`src/rtl/vga_fb_scanout_arbiter_if.sv`:
```
// Host-write and framebuffer-RAM bus shared by the scanout arbiter and its surroundings.
//   wr_valid_i/wr_ready_o/wr_addr_i/wr_data_i : host pixel write, valid/ready handshake
//   mem_en_o/mem_we_o/mem_addr_o/mem_wdata_o  : single-port RAM access strobe and write data
//   mem_rdata_i                               : RAM read data, one cycle after a read strobe
// slave  = the arbiter; master = host writer plus RAM.
interface vga_fb_scanout_arbiter_if #(
  parameter int ADDR_W = 19
);
  logic              wr_valid_i;
  logic              wr_ready_o;
  logic [ADDR_W-1:0] wr_addr_i;
  logic [2:0]        wr_data_i;
  logic              mem_en_o;
  logic              mem_we_o;
  logic [ADDR_W-1:0] mem_addr_o;
  logic [2:0]        mem_wdata_o;
  logic [2:0]        mem_rdata_i;

  modport slave (
    input  wr_valid_i, wr_addr_i, wr_data_i, mem_rdata_i,
    output wr_ready_o, mem_en_o, mem_we_o, mem_addr_o, mem_wdata_o
  );

  modport master (
    output wr_valid_i, wr_addr_i, wr_data_i, mem_rdata_i,
    input  wr_ready_o, mem_en_o, mem_we_o, mem_addr_o, mem_wdata_o
  );
endinterface

```
`src/rtl/vga_fb_scanout_arbiter.sv`:
```
// Shares one single-port pixel framebuffer between display scanout (read, priority)
// and a host writer. Scanout prefetches pixels into a small FIFO from which the VGA
// timing chain pulls one 3-bit {r,g,b} pixel per pix_req_i pulse.
// Ports:
//   clk_i, rst_i   : system clock, synchronous active-high reset
//   frame_start_i  : 1-cycle pulse, restart scanout at address 0 and flush the FIFO
//   pix_req_i      : 1-cycle pulse, consume one pixel (at most one per 2 cycles)
//   pix_o          : registered pixel for the latest request, held between requests
//   underrun_o     : sticky flag, a request found the FIFO empty
//   bus            : host write handshake and RAM access (see the interface file)
module vga_fb_scanout_arbiter #(
  parameter int H_ACTIVE = 640,
  parameter int V_ACTIVE = 480,
  parameter int ADDR_W   = 19,
  parameter int DEPTH    = 4
) (
  input  logic       clk_i,
  input  logic       rst_i,
  input  logic       frame_start_i,
  input  logic       pix_req_i,
  output logic [2:0] pix_o,
  output logic       underrun_o,
  vga_fb_scanout_arbiter_if.slave bus
);
  localparam int NPIX  = H_ACTIVE * V_ACTIVE;
  localparam int PTR_W = (DEPTH > 1) ? $clog2(DEPTH) : 1;
  localparam int CNT_W = PTR_W + 1;
  localparam logic [ADDR_W-1:0] LAST_ADDR = ADDR_W'(NPIX - 1);
  localparam logic [CNT_W:0]    DEPTH_OCC = (CNT_W + 1)'(DEPTH);

  logic [ADDR_W-1:0] rd_addr_reg;
  logic [2:0]        fifo_mem [DEPTH];
  logic [PTR_W-1:0]  wr_ptr_reg;
  logic [PTR_W-1:0]  rd_ptr_reg;
  logic [CNT_W-1:0]  count_reg;
  logic              inflight_reg;
  // Number of future read returns to throw away, one per starved request.
  logic [ADDR_W-1:0] drop_reg;
  logic [2:0]        pix_reg;
  logic              underrun_reg;

  logic [CNT_W:0] occupancy;
  logic           scan_grant;
  logic           wr_ready;
  logic           host_xfer;
  logic           wr_in_range;
  logic           fifo_empty;
  logic           pop;
  logic           starve;
  logic           ret_push;
  logic           ret_drop;

  always_comb begin
    // A read in flight already owns a FIFO slot, so the FIFO can never overflow.
    occupancy   = {1'b0, count_reg} + {{CNT_W{1'b0}}, inflight_reg};
    scan_grant  = !rst_i && !frame_start_i && (occupancy < DEPTH_OCC);
    // Ready depends only on the scan decision, never on wr_valid_i.
    wr_ready    = !rst_i && !scan_grant;
    host_xfer   = wr_ready && bus.wr_valid_i;
    wr_in_range = bus.wr_addr_i <= LAST_ADDR;
    fifo_empty  = (count_reg == '0);
    // The pop decision sees the count before this cycle's push.
    pop         = pix_req_i && !frame_start_i && !fifo_empty;
    starve      = pix_req_i && !frame_start_i && fifo_empty;
    // A return arriving on a frame_start cycle belongs to the old frame: never pushed.
    ret_push    = inflight_reg && !frame_start_i && (drop_reg == '0);
    ret_drop    = inflight_reg && !frame_start_i && (drop_reg != '0);
  end

  assign bus.wr_ready_o  = wr_ready;
  // Out-of-range host writes are accepted but never reach the RAM.
  assign bus.mem_en_o    = scan_grant || (host_xfer && wr_in_range);
  assign bus.mem_we_o    = !scan_grant && host_xfer && wr_in_range;
  assign bus.mem_addr_o  = scan_grant ? rd_addr_reg : bus.wr_addr_i;
  assign bus.mem_wdata_o = bus.wr_data_i;
  assign pix_o           = pix_reg;
  assign underrun_o      = underrun_reg;

  always_ff @(posedge clk_i) begin
    if (ret_push && !rst_i) begin
      fifo_mem[wr_ptr_reg] <= bus.mem_rdata_i;
    end
  end

  always_ff @(posedge clk_i) begin
    if (rst_i) begin
      rd_addr_reg  <= '0;
      wr_ptr_reg   <= '0;
      rd_ptr_reg   <= '0;
      count_reg    <= '0;
      inflight_reg <= 1'b0;
      drop_reg     <= '0;
      pix_reg      <= 3'd0;
      underrun_reg <= 1'b0;
    end else begin
      if (frame_start_i) begin
        rd_addr_reg <= '0;
        wr_ptr_reg  <= '0;
        rd_ptr_reg  <= '0;
        count_reg   <= '0;
        drop_reg    <= '0;
        pix_reg     <= 3'd0;
      end else begin
        if (scan_grant) begin
          rd_addr_reg <= (rd_addr_reg == LAST_ADDR) ? '0 : rd_addr_reg + 1'b1;
        end
        if (ret_push) begin
          wr_ptr_reg <= wr_ptr_reg + 1'b1;
        end
        if (pop) begin
          rd_ptr_reg <= rd_ptr_reg + 1'b1;
          pix_reg    <= fifo_mem[rd_ptr_reg];
        end
        if (starve) begin
          pix_reg      <= 3'd0;
          underrun_reg <= 1'b1;
        end
        count_reg <= count_reg + CNT_W'(ret_push) - CNT_W'(pop);
        // Starve and discard can coincide; the net change is then zero.
        drop_reg  <= drop_reg + ADDR_W'(starve) - ADDR_W'(ret_drop);
      end
      inflight_reg <= scan_grant;
    end
  end
endmodule
```
`src/flat_wrapper.sv`:
```
// flat-port wrapper written by rule: the top's interface ports become plain ports
module vga_fb_scanout_arbiter_flat 
#(
  parameter int H_ACTIVE = 640,
  parameter int V_ACTIVE = 480,
  parameter int ADDR_W   = 19,
  parameter int DEPTH    = 4
)
  (clk_i, rst_i, frame_start_i, pix_req_i, pix_o, underrun_o, bus_wr_valid_i, bus_wr_addr_i, bus_wr_data_i, bus_mem_rdata_i, bus_wr_ready_o, bus_mem_en_o, bus_mem_we_o, bus_mem_addr_o, bus_mem_wdata_o);
  vga_fb_scanout_arbiter_if #(.ADDR_W(ADDR_W)) bus_i ();
  input  logic clk_i;
  input  logic rst_i;
  input  logic frame_start_i;
  input  logic pix_req_i;
  output logic [2:0] pix_o;
  output logic underrun_o;
  input wire logic [$bits(bus_i.wr_valid_i)-1:0] bus_wr_valid_i;
  input wire logic [$bits(bus_i.wr_addr_i)-1:0] bus_wr_addr_i;
  input wire logic [$bits(bus_i.wr_data_i)-1:0] bus_wr_data_i;
  input wire logic [$bits(bus_i.mem_rdata_i)-1:0] bus_mem_rdata_i;
  output wire logic [$bits(bus_i.wr_ready_o)-1:0] bus_wr_ready_o;
  output wire logic [$bits(bus_i.mem_en_o)-1:0] bus_mem_en_o;
  output wire logic [$bits(bus_i.mem_we_o)-1:0] bus_mem_we_o;
  output wire logic [$bits(bus_i.mem_addr_o)-1:0] bus_mem_addr_o;
  output wire logic [$bits(bus_i.mem_wdata_o)-1:0] bus_mem_wdata_o;
  assign bus_i.wr_valid_i = bus_wr_valid_i;
  assign bus_i.wr_addr_i = bus_wr_addr_i;
  assign bus_i.wr_data_i = bus_wr_data_i;
  assign bus_i.mem_rdata_i = bus_mem_rdata_i;
  assign bus_wr_ready_o = bus_i.wr_ready_o;
  assign bus_mem_en_o = bus_i.mem_en_o;
  assign bus_mem_we_o = bus_i.mem_we_o;
  assign bus_mem_addr_o = bus_i.mem_addr_o;
  assign bus_mem_wdata_o = bus_i.mem_wdata_o;
  vga_fb_scanout_arbiter #(.H_ACTIVE(H_ACTIVE), .V_ACTIVE(V_ACTIVE), .ADDR_W(ADDR_W), .DEPTH(DEPTH)) u_core (.clk_i(clk_i), .rst_i(rst_i), .frame_start_i(frame_start_i), .pix_req_i(pix_req_i), .pix_o(pix_o), .underrun_o(underrun_o), .bus(bus_i));
endmodule
```
`config.mk`:
```
export PLATFORM = sky130hd
export DESIGN_NAME = vga_fb_scanout_arbiter_flat
export DESIGN_NICKNAME = d
export VERILOG_FILES = /design/src/rtl/vga_fb_scanout_arbiter_if.sv /design/src/rtl/vga_fb_scanout_arbiter.sv /design/src/flat_wrapper.sv
export SDC_FILE = /design/constraint.sdc
export NUM_CORES = 1
export LEC_CHECK = 0
export CELL_PAD_IN_SITES_DETAIL_PLACEMENT = 1
export CELL_PAD_IN_SITES_GLOBAL_PLACEMENT = 2
export CORE_MARGIN = 2
export CORE_UTILIZATION = 32
export DETAILED_ROUTE_END_ITERATION = 8
export PLACE_DENSITY_LB_ADDON = 0.1
export REMOVE_ABC_BUFFERS = 1
export SYNTH_ARGS = -nofsm -noshare
export SYNTH_HDL_FRONTEND = slang
export SYNTH_SLANG_ARGS = --single-unit
```
`constraint.sdc`:
```
create_clock -name clk_i -period 4.65 [get_ports clk_i]
set_input_delay 0.93 -clock clk_i [delete_from_list [all_inputs] [get_ports clk_i]]
set_output_delay 0.93 -clock clk_i [all_outputs]
set_load 0.02 [all_outputs]
```
---- After elaboration in Yosys (flattened, before gate mapping) ----
Memory sizes are Yosys's and may differ from the RTL's. A register that Yosys moved wholly into a read port is not among the register bits.
Index checks and enable logic that the tools add are counted.
storage, ports and cells
  bits in registers ....................... 47
  input port bits ......................... 30
  output and inout bits ................... 29
  RAM bits ................................ 12
  memories kept ........................... 1
  logic and storage cells ................. 49
operators by class
  order comparisons ....................... 2
  equality and inequality tests ........... 1
  bitwise operators ....................... 1
  $add $sub $neg .......................... 8
  reduce and logical (&&, ||, !) cells .... 25
  multiplexer cells ....................... 4
memories
  memory           words  bits a word  read ports  clocked after Yosys merged registers in  write ports  line                          source
  u_core.fifo_mem  4      3            1           1                                        1            vga_fb_scanout_arbiter.sv:32  logic [2:0] fifo_mem [DEPTH];
operators with widths
  operator                                                               count
  19-bit 2-to-1 mux                                                      2
  19-bit by 1-bit adder with 19-bit output                               1
  19-bit by 1-bit adder with 19-bit output (second input constant)       1
  19-bit equality test (second input constant)                           1
  19-bit less-or-equal comparator (second input constant)                1
  19-bit logical NOT                                                     1
  19-bit nonzero test                                                    1
  19-bit by 1-bit subtractor with 19-bit output                          1
  1-bit logical AND                                                      14
  2-bit by 1-bit adder with 2-bit output (second input constant)         2
  3-bit by 1-bit adder with 4-bit output                                 1
  1-bit logical NOT                                                      4
  4-bit by 3-bit < comparator with 1-bit output (second input constant)  1
  3-bit by 1-bit adder with 3-bit output                                 1
  3-bit logical NOT                                                      1
  3-bit OR reduction                                                     1
  3-bit by 1-bit subtractor with 3-bit output                            1
  1-bit 2-to-1 mux                                                       2
  2-bit AND reduction                                                    1
  2-bit OR reduction                                                     1
  1-bit logical OR                                                       1
  1-bit inverter                                                         1

---- Logic depth before layout (Yosys ltp) ----
Gate-level depths: netlist of the first run.
  depth in word-level cells ............... 8
  gate-level depth with buffers ........... 14
  gate-level depth less buffers ........... 14

---- Worst setup path after synthesis of the first run ----
No wires, ideal clock.
  kind .................................... in2reg
  start ................................... input port frame_start_i
  end ..................................... register u_core.drop_reg[16]
  arrival time ............................ 3.230 ns
  path slack .............................. 1.299 ns
  buffers on the path ..................... 0
  data required time ...................... 4.529 ns
  setup time .............................. 0.121 ns
  stages on the path ...................... 10
  path through ............................ nor3b_1 -> ha_1 -> inv_1 -> ha_1 -> fa_1 -> a211o_1 -> a311oi_4 -> a21oi_2 -> a311oi_1 -> mux2_2
on the way
  longest elaborated chain between the ends .. 5
  elaborated cells on any way between the ends .. 8
  those cells by class .................... add/sub (2); reduce/logical (6)
RTL lines
  what                                           line                                                        source
  from (decl)                                    flat_wrapper.sv:13                                          input logic frame_start_i;
  1-bit logical NOT                              vga_fb_scanout_arbiter.sv:64, vga_fb_scanout_arbiter.sv:67
  1-bit logical AND (2 in series)                vga_fb_scanout_arbiter.sv:64                                starve = pix_req_i && !frame_start_i && fifo_empty;
  19-bit by 1-bit adder with 19-bit output       vga_fb_scanout_arbiter.sv:120                               drop_reg <= drop_reg + ADDR_W'(starve) - ADDR_W'(ret_drop);
  19-bit by 1-bit subtractor with 19-bit output  vga_fb_scanout_arbiter.sv:120
  to (signal assigned)                           vga_fb_scanout_arbiter.sv:120
  to (decl)                                      vga_fb_scanout_arbiter.sv:38                                logic [ADDR_W-1:0] drop_reg;
Several ways; a longest one is shown, not always the timed one.
A chain may end at the register's enable or synchronous reset.

---- Worst setup path in the final report of the first run ----
  start ................................... input port frame_start_i
  end ..................................... output port bus_mem_addr_o[13]
on the way
  longest elaborated chain between the ends .. 4
RTL lines
  what                             line                          source
  1-bit logical NOT                vga_fb_scanout_arbiter.sv:56  scan_grant = !rst_i && !frame_start_i && (occupancy < DEPTH_OCC);
  1-bit logical AND (2 in series)  vga_fb_scanout_arbiter.sv:56
  19-bit 2-to-1 mux                vga_fb_scanout_arbiter.sv:74  assign bus.mem_addr_o = scan_grant ? rd_addr_reg : bus.wr_addr_i;
  to (decl)                        flat_wrapper.sv:24            output wire logic [$bits(bus_i.mem_addr_o)-1:0] bus_mem_addr_o;
No other way between the ends.

==> results of run 1 <==
[cells by family after synthesis]
| kind of cell | after synthesis | share of synthesized area [%] |
|---|---|---|
| mux | 10 | 3.41 |
| xor+xnor | 29 | 6.23 |
| compound gates | 68 | 12.5 |
| buf+inv | 52 | 5.34 |
| simple gates | 220 | 27.5 |
| fa+ha+maj | 37 | 11.7 |
| flops | 62 | 33.4 |
[metrics by stage]
step / setup slack, ps / std cells / util, % / power [mW] / instance area [sq um]
final: 600 / 704 / 40.4 / 2.93 / 5060
after detailed placement: 450 / 688 / 38.0 / 2.23 / 4750
after global routing: 326 / 704 / 40.4 / 3.15 / 5060
after global placement: 524 / 688 / 38.0 / 2.22 / 4750
after CTS: 521 / 704 / 40.4 / 2.95 / 5060
after floorplan: 1210 / 460 / - / 1.82 / 3990
[cell usage after synthesis (3+ instances only)]
library cell  instances  area, sq um
xor2_1               10         87.6
o31ai_1               3         22.5
dfxtp_1              50         1000
mux4_2                3         67.6
a21oi_1              14         70.1
o21a_1                6         45.0
nor4_1                7         43.8
nand2_1              74          278
mux2i_1               6         60.1
a21o_1                4         30.0
nand3_1               9         45.0
or3_1                 4         25.0
nand2b_1              4         25.0
nor3_1               13         65.1
nand4bb_1             3         33.8
o21ai_0               7         35.0
and2_1                8         50.1
nor2_1               53          199
clkbuf_1              9         33.8
nand4_1               9         56.3
o211ai_1              3         22.5
buf_2                 3         15.0
a22oi_1               4         30.0
edfxtp_1             12          360
inv_1                34          128
and2b_2               3         26.3
ha_1                 35          438
xnor2_1              19          166
a31o_2                4         35.0
buf_4                 3         22.5
nor2b_1              12         75.1
[worst min-delay path, cell delays in order, from the launching register on]
cell and delay (ps):
dfxtp_1 330, nor2_1 50, nor2_1 70
[cell type report]
type / count / area (sq um) / share of cell area [%]
clock buffers: 9 / 225 / 4.45
repair buffers: 56 / 551 / 10.9
inverters: 34 / 128 / 2.52
flip-flops and latches: 62 / 1360 / 26.9
multi-input cells: 364 / 2500 / 49.4
well taps: 172 / 215 / 4.26
clock inverters: 7 / 78.8 / 1.56
[final timing paths]
kind,from,end,slack (ps),depth (start not counted)
worst max-delay path,frame_start_i,bus_mem_addr_o[13],600,7
worst min-delay path,u_core.underrun_o,u_core.underrun_o,480,2
worst max register to register,u_core.drop_reg[13],u_core.drop_reg[16],1020,14
worst min register to register,u_core.underrun_o,u_core.underrun_o,480,2
[per-layer routing]
metal | up-vias | global-route usage [%] | wire length (microns)
met3 | 8 | 4.53 | 271
met1 | 1713 | 20.7 | 5150
li1 | 1758 | - | -
met2 | 38 | 30.8 | 5580
met5 | - | 0 | 0
met4 | 0 | 3.69 | 110
[where the power goes]
| group | internal [mW] | switching, mW |
|---|---|---|
| clock | 0.422 | 0.276 |
| combinational | 0.679 | 0.905 |
| sequential | 0.610 | 0.0369 |
| total | 1.71 | 1.22 |
==> metrics.cfg, run 1 <==
[status]
status = completed

[final_layout]
mostFrequentLayoutCells = nand2_1, nor2_1, clkdlybuf4s50_1, dfxtp_1, ha_1
fillers = 1510
antenna_cells = 0
drive_gt1_share_pct = 8.27
final_common_cell = nand2_1
fin_nets = 594
area_growth_pct = 24.0

[logic_synthesis]
synthArstFlopShare_pct = 0
synth_top_flop_cell = dfxtp_1
ys_seq_elements = 62
netlist_instances = 478
yosys_warnings = 0
ys_types = 69
syn_area_per_cell_sq_um = 8.53
syn_area_sq_mm = 0.00408
ys_seq_area_share_pct = 33.4
synth_edf_count = 12

[sta]
finalSetupTns_ps = 0
setup_viol = 0
finalCritPeriodShare_pct = 87.1
hold_slack_ps = 480
maxSlewHeadroom_pct = 53.6
hold_viol_final = 0
rsz0062_at_grt = no
maxSlewViolCount = 0
clock_skew_ps = 8.78
period_needed_ps = 4050
worst_slew_pin_slew_ps = 695
fmax_mhz = 247

[global_route]
overflow = 0
antenna_found_initial = 0
grt_pass1_wl_microns = 18200
grt_max_degree = 26
grt_pass1_vias = 3569
track_usage_pct = 17.2

[critical_path]
slowest_delay_ps = 600
worstPathRequired_ps = 3720
cp-end-kind = output pin
worstPathArrival_ps = 3120
crit_chain = clkdlybuf4s50_1 > nor2_1 > nand2_1 > inv_1 > nand2_1 > nand2_1 > clkdlybuf4s50_1
worst_path_max_delay_cell = clkdlybuf4s50_1
critPathLaunchType = input pin
path_class = input pin to output pin
path_delay_family = buffers and inverters
worstPathMaxFanout = 21
path_common_cell = nand2_1
cp.buffers_inverters = 3

[clock_network]
cts_resized = 0
cts-root-buf = clkbuf_16
cts_inserted_buffers = 9
postCtsHoldBufs = 0
h-tree-depth = 3
clock-sinks = 62
clockBufferDepth = 2
clk_latency_ps = 340
cts_tree = built
clk_pin_slew_ps = 50
post-cts-setup-buffers = 0

[floorplanning]
die_area_sq_mm = 0.0137
num_rows = 41
dieHeight_microns = 117
start_util_pct = 32.6
ios = 59
coreArea_sq_mm = 0.0125
fp.dieW_microns = 117

[power_and_ir_drop]
cellPowerDensity_mw_per_mm2 = 579
power_leakage_nw = 1.98
ir_worst_vdd_uv = 179

[detailed_routing]
via_per_inst = 5.00
detail-route-antenna-nets = 0
finalWirelength_microns = 11100
post_drt_wl_per_cell_microns = 15.8
drt_iter0_drc = 98
drc = 0
via_count = 3517
dr.pass1.iters = 4

[hold_path]
hold_class = flip-flop to flip-flop

[run]
maxCapViolations = 0

[place]
place_congestion = 0.776
dpl.hpwl_microns = 8230
port-buffer-count = 52

No activity file was read; power rests on OpenSTA's default activity.
==> inputs of run 2 (changes only) <==
MAX_ROUTING_LAYER = met4   (was default)
==> run 2 against run 1 <==
Final cell count unchanged. Combinational power barely moved. Register-to-register slack hardly changed. Critical path type unchanged. Largest power group unchanged.
==> metrics.cfg, run 2 (synthesis results as in run 1) <==
[detailed_routing]
detail-route-antenna-nets = 0  ; unchanged
finalWirelength_microns = 11100  ; about the same
dr.pass1.iters = 4  ; unchanged
via_count = 3501  ; was 3,517
drc = 0  ; unchanged
drt_iter0_drc = 89  ; was 98
post_drt_wl_per_cell_microns = 15.8  ; about the same
via_per_inst = 4.97  ; was 5.00

[critical_path]
path_common_cell = nand2_1  ; unchanged
path_delay_family = buffers and inverters  ; unchanged
worstPathMaxFanout = 21  ; unchanged
cp.buffers_inverters = 3  ; unchanged
worstPathArrival_ps = 3120  ; about the same
path_class = input pin to output pin  ; unchanged
crit_chain = clkdlybuf4s50_1 > nor2_1 > nand2_1 > inv_1 > nand2_1 > nand2_1 > clkdlybuf4s50_1  ; unchanged
critPathLaunchType = input pin  ; unchanged
worst_path_max_delay_cell = clkdlybuf4s50_1  ; unchanged
slowest_delay_ps = 610  ; was 600 ps
cp-end-kind = output pin  ; unchanged
worstPathRequired_ps = 3720  ; about the same

[sta]
setup_viol = 0  ; unchanged
hold_viol_final = 0  ; unchanged
period_needed_ps = 4050  ; about the same
clock_skew_ps = 8.20  ; was 8.78 ps
maxSlewHeadroom_pct = 53.8  ; was 53.6%
finalCritPeriodShare_pct = 87.1  ; about the same
worst_slew_pin_slew_ps = 692  ; was 695 ps
maxSlewViolCount = 0  ; unchanged
finalSetupTns_ps = 0  ; unchanged
rsz0062_at_grt = no  ; unchanged
fmax_mhz = 247  ; about the same

[final_layout]
mostFrequentLayoutCells = nand2_1, nor2_1, clkdlybuf4s50_1, dfxtp_1, ha_1  ; unchanged
antenna_cells = 0  ; unchanged
drive_gt1_share_pct = 8.27  ; unchanged
area_growth_pct = 24.0  ; unchanged
finalInstanceArea_sq_mm = 0.00506  ; unchanged
final_common_cell = nand2_1  ; unchanged
fin_nets = 594  ; unchanged

[place]
dpl.hpwl_microns = 8230  ; unchanged
place_congestion = 0.787  ; was 0.776
dpl-instance-area_sq_mm = 0.00475  ; unchanged
port-buffer-count = 52  ; unchanged

[clock_network]
cts_resized = 0  ; unchanged
cts_tree = built  ; unchanged
clock-sinks = 62  ; unchanged
cts_inserted_buffers = 9  ; unchanged
clk_latency_ps = 340  ; about the same
postCtsHoldBufs = 0  ; unchanged
h-tree-depth = 3  ; unchanged
post-cts-setup-buffers = 0  ; unchanged
clockBufferDepth = 2  ; unchanged
clk_pin_slew_ps = 50  ; about the same
cts-root-buf = clkbuf_16  ; unchanged

[floorplanning]
coreArea_sq_mm = 0.0125  ; unchanged
ios = 59  ; unchanged
num_rows = 41  ; unchanged
die_area_sq_mm = 0.0137  ; unchanged
start_util_pct = 32.6  ; unchanged
fp.dieW_microns = 117  ; unchanged
dieHeight_microns = 117  ; unchanged

[power_and_ir_drop]
power_leakage_nw = 1.98  ; unchanged
cellPowerDensity_mw_per_mm2 = 579  ; about the same
ir_worst_vdd_uv = 179  ; about the same

[status]
status = completed  ; unchanged

[hold_path]
hold_class = flip-flop to flip-flop  ; unchanged

[run]
maxCapViolations = 0  ; unchanged

[global_route]
grt_max_degree = 26  ; unchanged
grt_pass1_vias = 3568  ; was 3,569
grt_pass1_wl_microns = 18200  ; about the same
overflow = 0  ; unchanged
track_usage_pct = 17.7  ; was 17.2%
antenna_found_initial = 0  ; unchanged

run 2: per-layer routing:
layer	vias up	global-route usage [%]	part of all wire, %
li1	1754	-	-
met1	1701	20.8	46
met2	38	30.9	50
met3	8	4.38	2.4
met4	0	3.69	0.97
met5	-	-	0
run 2: worst paths after layout:
path	startpoint	endpoint	slack, ps	depth (start not counted)
worst max-delay path	frame_start_i	bus_mem_addr_o[13]	600	7
worst min register to register	u_core.underrun_o	u_core.underrun_o	480	2
worst max register to register	u_core.drop_reg[13]	u_core.drop_reg[16]	1020	14
worst min-delay path	u_core.underrun_o	u_core.underrun_o	480	2
run 2: per-stage QoR:
step	power, mW	instances	utilization, %	hold slack (ps)	setup slack (ps)
6_report	2.93	704	40.4	480	600
5_1_grt	3.15	704	40.4	510	324
4_1_cts	2.95	704	40.4	492	521
3_5_place_dp	2.23	688	38.0	475	450
3_3_place_gp	2.22	688	38.0	468	524
2_1_floorplan	1.82	460	-	499	1210
run 2: area by class of cell:
cell class	instances	area, sq um
clock buffer	9	225
clock inverter	7	78.8
fill	1510	7460
inverter	34	128
multi-input combinational	364	2500
sequential	62	1360
tap	172	215
timing repair buffer	56	551
run 2: tightest hold or removal path, stage by stage, from the launching register on:
cell	delay (ps)
dfxtp_1	330
nor2_1	50
nor2_1	70
run 2: power by group:
part | switching (mW) | leakage, nW | internal, mW
Clock | 0.276 | 0.151 | 0.422
Combinational | 0.905 | 1.32 | 0.679
Sequential | 0.0366 | 0.514 | 0.610
==> inputs of run 3 (changes only) <==
CORE_MARGIN = default   (was 2)
==> run 3 against run 2 <==
Count of clock-buffer cells in the layout unchanged. Utilization increased by 1.2 points. Sequential share of layout area decreased by 0.14 points. Via count about the same. Routed wire length decreased by 2.6%. Clock skew decreased by 2.8 ps. Fmax decreased by 1.3%. Register-to-register slack about the same. Critical endpoint is now bus_mem_addr_o[17]. Highest routed layer unchanged.
==> metrics.cfg, run 3 (synthesis results as in run 1) <==
[status]
status = completed  ; unchanged

[power_and_ir_drop]
cellPowerDensity_mw_per_mm2 = 582  ; was 579 mW/mm^2
p_sw_mw = 1.19  ; was 1.22 mW
p_clk_share_pct = 25.4  ; was 23.8%
swShare_pct = 40.3  ; was 41.6%
ir_worst_vdd_uv = 207  ; was 179 uV
p_int_mw = 1.76  ; was 1.71 mW
seqPwrFrac_pct = 21.9  ; was 22.1%
power_leakage_nw = 1.99  ; was 1.98 nW
combinationalPowerShare_pct = 52.7  ; was 54.1%

[critical_path]
crit_chain = clkdlybuf4s50_1 > nor2_1 > nand2_1 > inv_1 > nand2_1 > nand2_1 > clkdlybuf4s50_1  ; unchanged
cp-end-kind = output pin  ; unchanged
critPathLaunchType = input pin  ; unchanged
path_class = input pin to output pin  ; unchanged
worstPathRequired_ps = 3720  ; about the same
cp.buffers_inverters = 3  ; unchanged
path_delay_family = buffers and inverters  ; unchanged
worstPathArrival_ps = 3170  ; was 3120 ps
slowest_delay_ps = 600  ; was 610 ps
worstPathMaxFanout = 21  ; unchanged
worst_path_max_delay_cell = clkdlybuf4s50_1  ; unchanged
path_common_cell = nand2_1  ; unchanged

[detailed_routing]
finalWirelength_microns = 10800  ; was 11,100 microns
drc = 0  ; unchanged
post_drt_wl_per_cell_microns = 15.4  ; was 15.8 microns
via_count = 3498  ; was 3,501
via_per_inst = 4.99  ; was 4.97
detail-route-antenna-nets = 0  ; unchanged
drt_iter0_drc = 123  ; was 89
dr.pass1.iters = 5  ; was 4

[sta]
rsz0062_at_grt = no  ; unchanged
worst_slew_pin_slew_ps = 661  ; was 692 ps
maxSlewHeadroom_pct = 55.9  ; was 53.8%
period_needed_ps = 4100  ; was 4050 ps
clock_skew_ps = 5.36  ; was 8.20 ps
finalSetupTns_ps = 0  ; unchanged
setup_viol = 0  ; unchanged
hold_viol_final = 0  ; unchanged
fmax_mhz = 244  ; was 247 MHz
maxSlewViolCount = 0  ; unchanged
finalCritPeriodShare_pct = 88.2  ; was 87.1%

[clock_network]
cts_resized = 0  ; unchanged
cts_tree = built  ; unchanged
cts_inserted_buffers = 9  ; unchanged
clk_latency_ps = 340  ; about the same
postCtsHoldBufs = 0  ; unchanged
h-tree-depth = 3  ; unchanged
clk_pin_slew_ps = 60  ; was 50 ps
clockBufferDepth = 2  ; unchanged
clock-sinks = 62  ; unchanged
post-cts-setup-buffers = 0  ; unchanged
cts-root-buf = clkbuf_16  ; unchanged

[floorplanning]
fp.dieW_microns = 115  ; was 117 microns
dieHeight_microns = 115  ; was 117 microns
ios = 59  ; unchanged
die_area_sq_mm = 0.0132  ; was 0.0137 sq mm
coreArea_sq_mm = 0.0122  ; was 0.0125 sq mm
num_rows = 40  ; was 41
start_util_pct = 33.4  ; was 32.6%

[global_route]
antenna_found_initial = 0  ; unchanged
grt_pass1_vias = 3737  ; was 3,568
grt_max_degree = 24  ; was 26
grt_pass1_wl_microns = 18600  ; was 18,200 microns
track_usage_pct = 18.9  ; was 17.7%
overflow = 0  ; unchanged

[place]
dp_cells = 685  ; was 688
place_congestion = 0.785  ; was 0.787
dpl.hpwl_microns = 8070  ; was 8230 microns
port-buffer-count = 52  ; unchanged

[final_layout]
drive_gt1_share_pct = 8.44  ; was 8.27%
area_growth_pct = 24.7  ; was 24.0%
stdcell_count = 701  ; was 704
antenna_cells = 0  ; unchanged
final_common_cell = nand2_1  ; unchanged
mostFrequentLayoutCells = nand2_1, nor2_1, clkdlybuf4s50_1, dfxtp_1, ha_1  ; unchanged
fin_nets = 595  ; was 594

[hold_path]
hold_class = flip-flop to flip-flop  ; unchanged

[run]
maxCapViolations = 0  ; unchanged

run 3: cell count changes in the layout (fill, tap and decap cells not counted), sizes merged:
| cell | delta |
|---|---|
| buf | +1 |
| bufinv | +1 |
| clkinv | -2 |
| clkinvlp | +1 |
run 3: area by class of cell:
type	instances	area [sq um]
sequential	62	1360
clock inverter	7	103
timing repair buffer	57	558
fill	1472	7130
multi-input combinational	364	2500
tap	168	210
clock buffer	9	225
inverter	34	128
run 3: stage by stage:
step	instance area, sq um	setup slack [ps]	total power, mW	utilization, %	hold slack (ps)
final	5080	547	2.96	41.6	474
after CTS	5080	460	3.00	41.6	483
after global placement	4760	444	2.21	38.9	462
after detailed placement	4760	365	2.22	38.9	469
after floorplan	3990	1210	1.82	-	499
after global routing	5080	364	3.20	41.6	501
run 3: worst min-delay path: stages, from the launching register on:
cell	delay (ps)
dfxtp_1	330
nor2_1	50
nor2_1	70
run 3: power groups by stage:
stage,Clock [mW],Sequential [mW],Combinational [mW]
3_5_place_dp,0,0.659,1.56
4_1_cts,0.778,0.648,1.57
5_1_grt,0.802,0.656,1.74
2_1_floorplan,0,0.648,1.17
3_3_place_gp,0,0.658,1.55
6_report,0.751,0.647,1.56
run 3: metal layers:
layer	share of wire, %	vias up	GRT usage, %
met1	47	1690	22.1
met5	0	-	-
li1	-	1753	-
met2	48	44	31.1
met3	2.8	11	5.54
met4	1.5	0	5.54
run 3: worst paths after layout:
path / endpoint / start / cells past startpoint / slack, ps
worst min register to register: u_core.underrun_o / u_core.underrun_o / 2 / 470
worst min-delay path: u_core.underrun_o / u_core.underrun_o / 2 / 470
worst max register to register: u_core.drop_reg[16] / u_core.drop_reg[12] / 14 / 1020
worst max-delay path: bus_mem_addr_o[17] / frame_start_i / 7 / 550
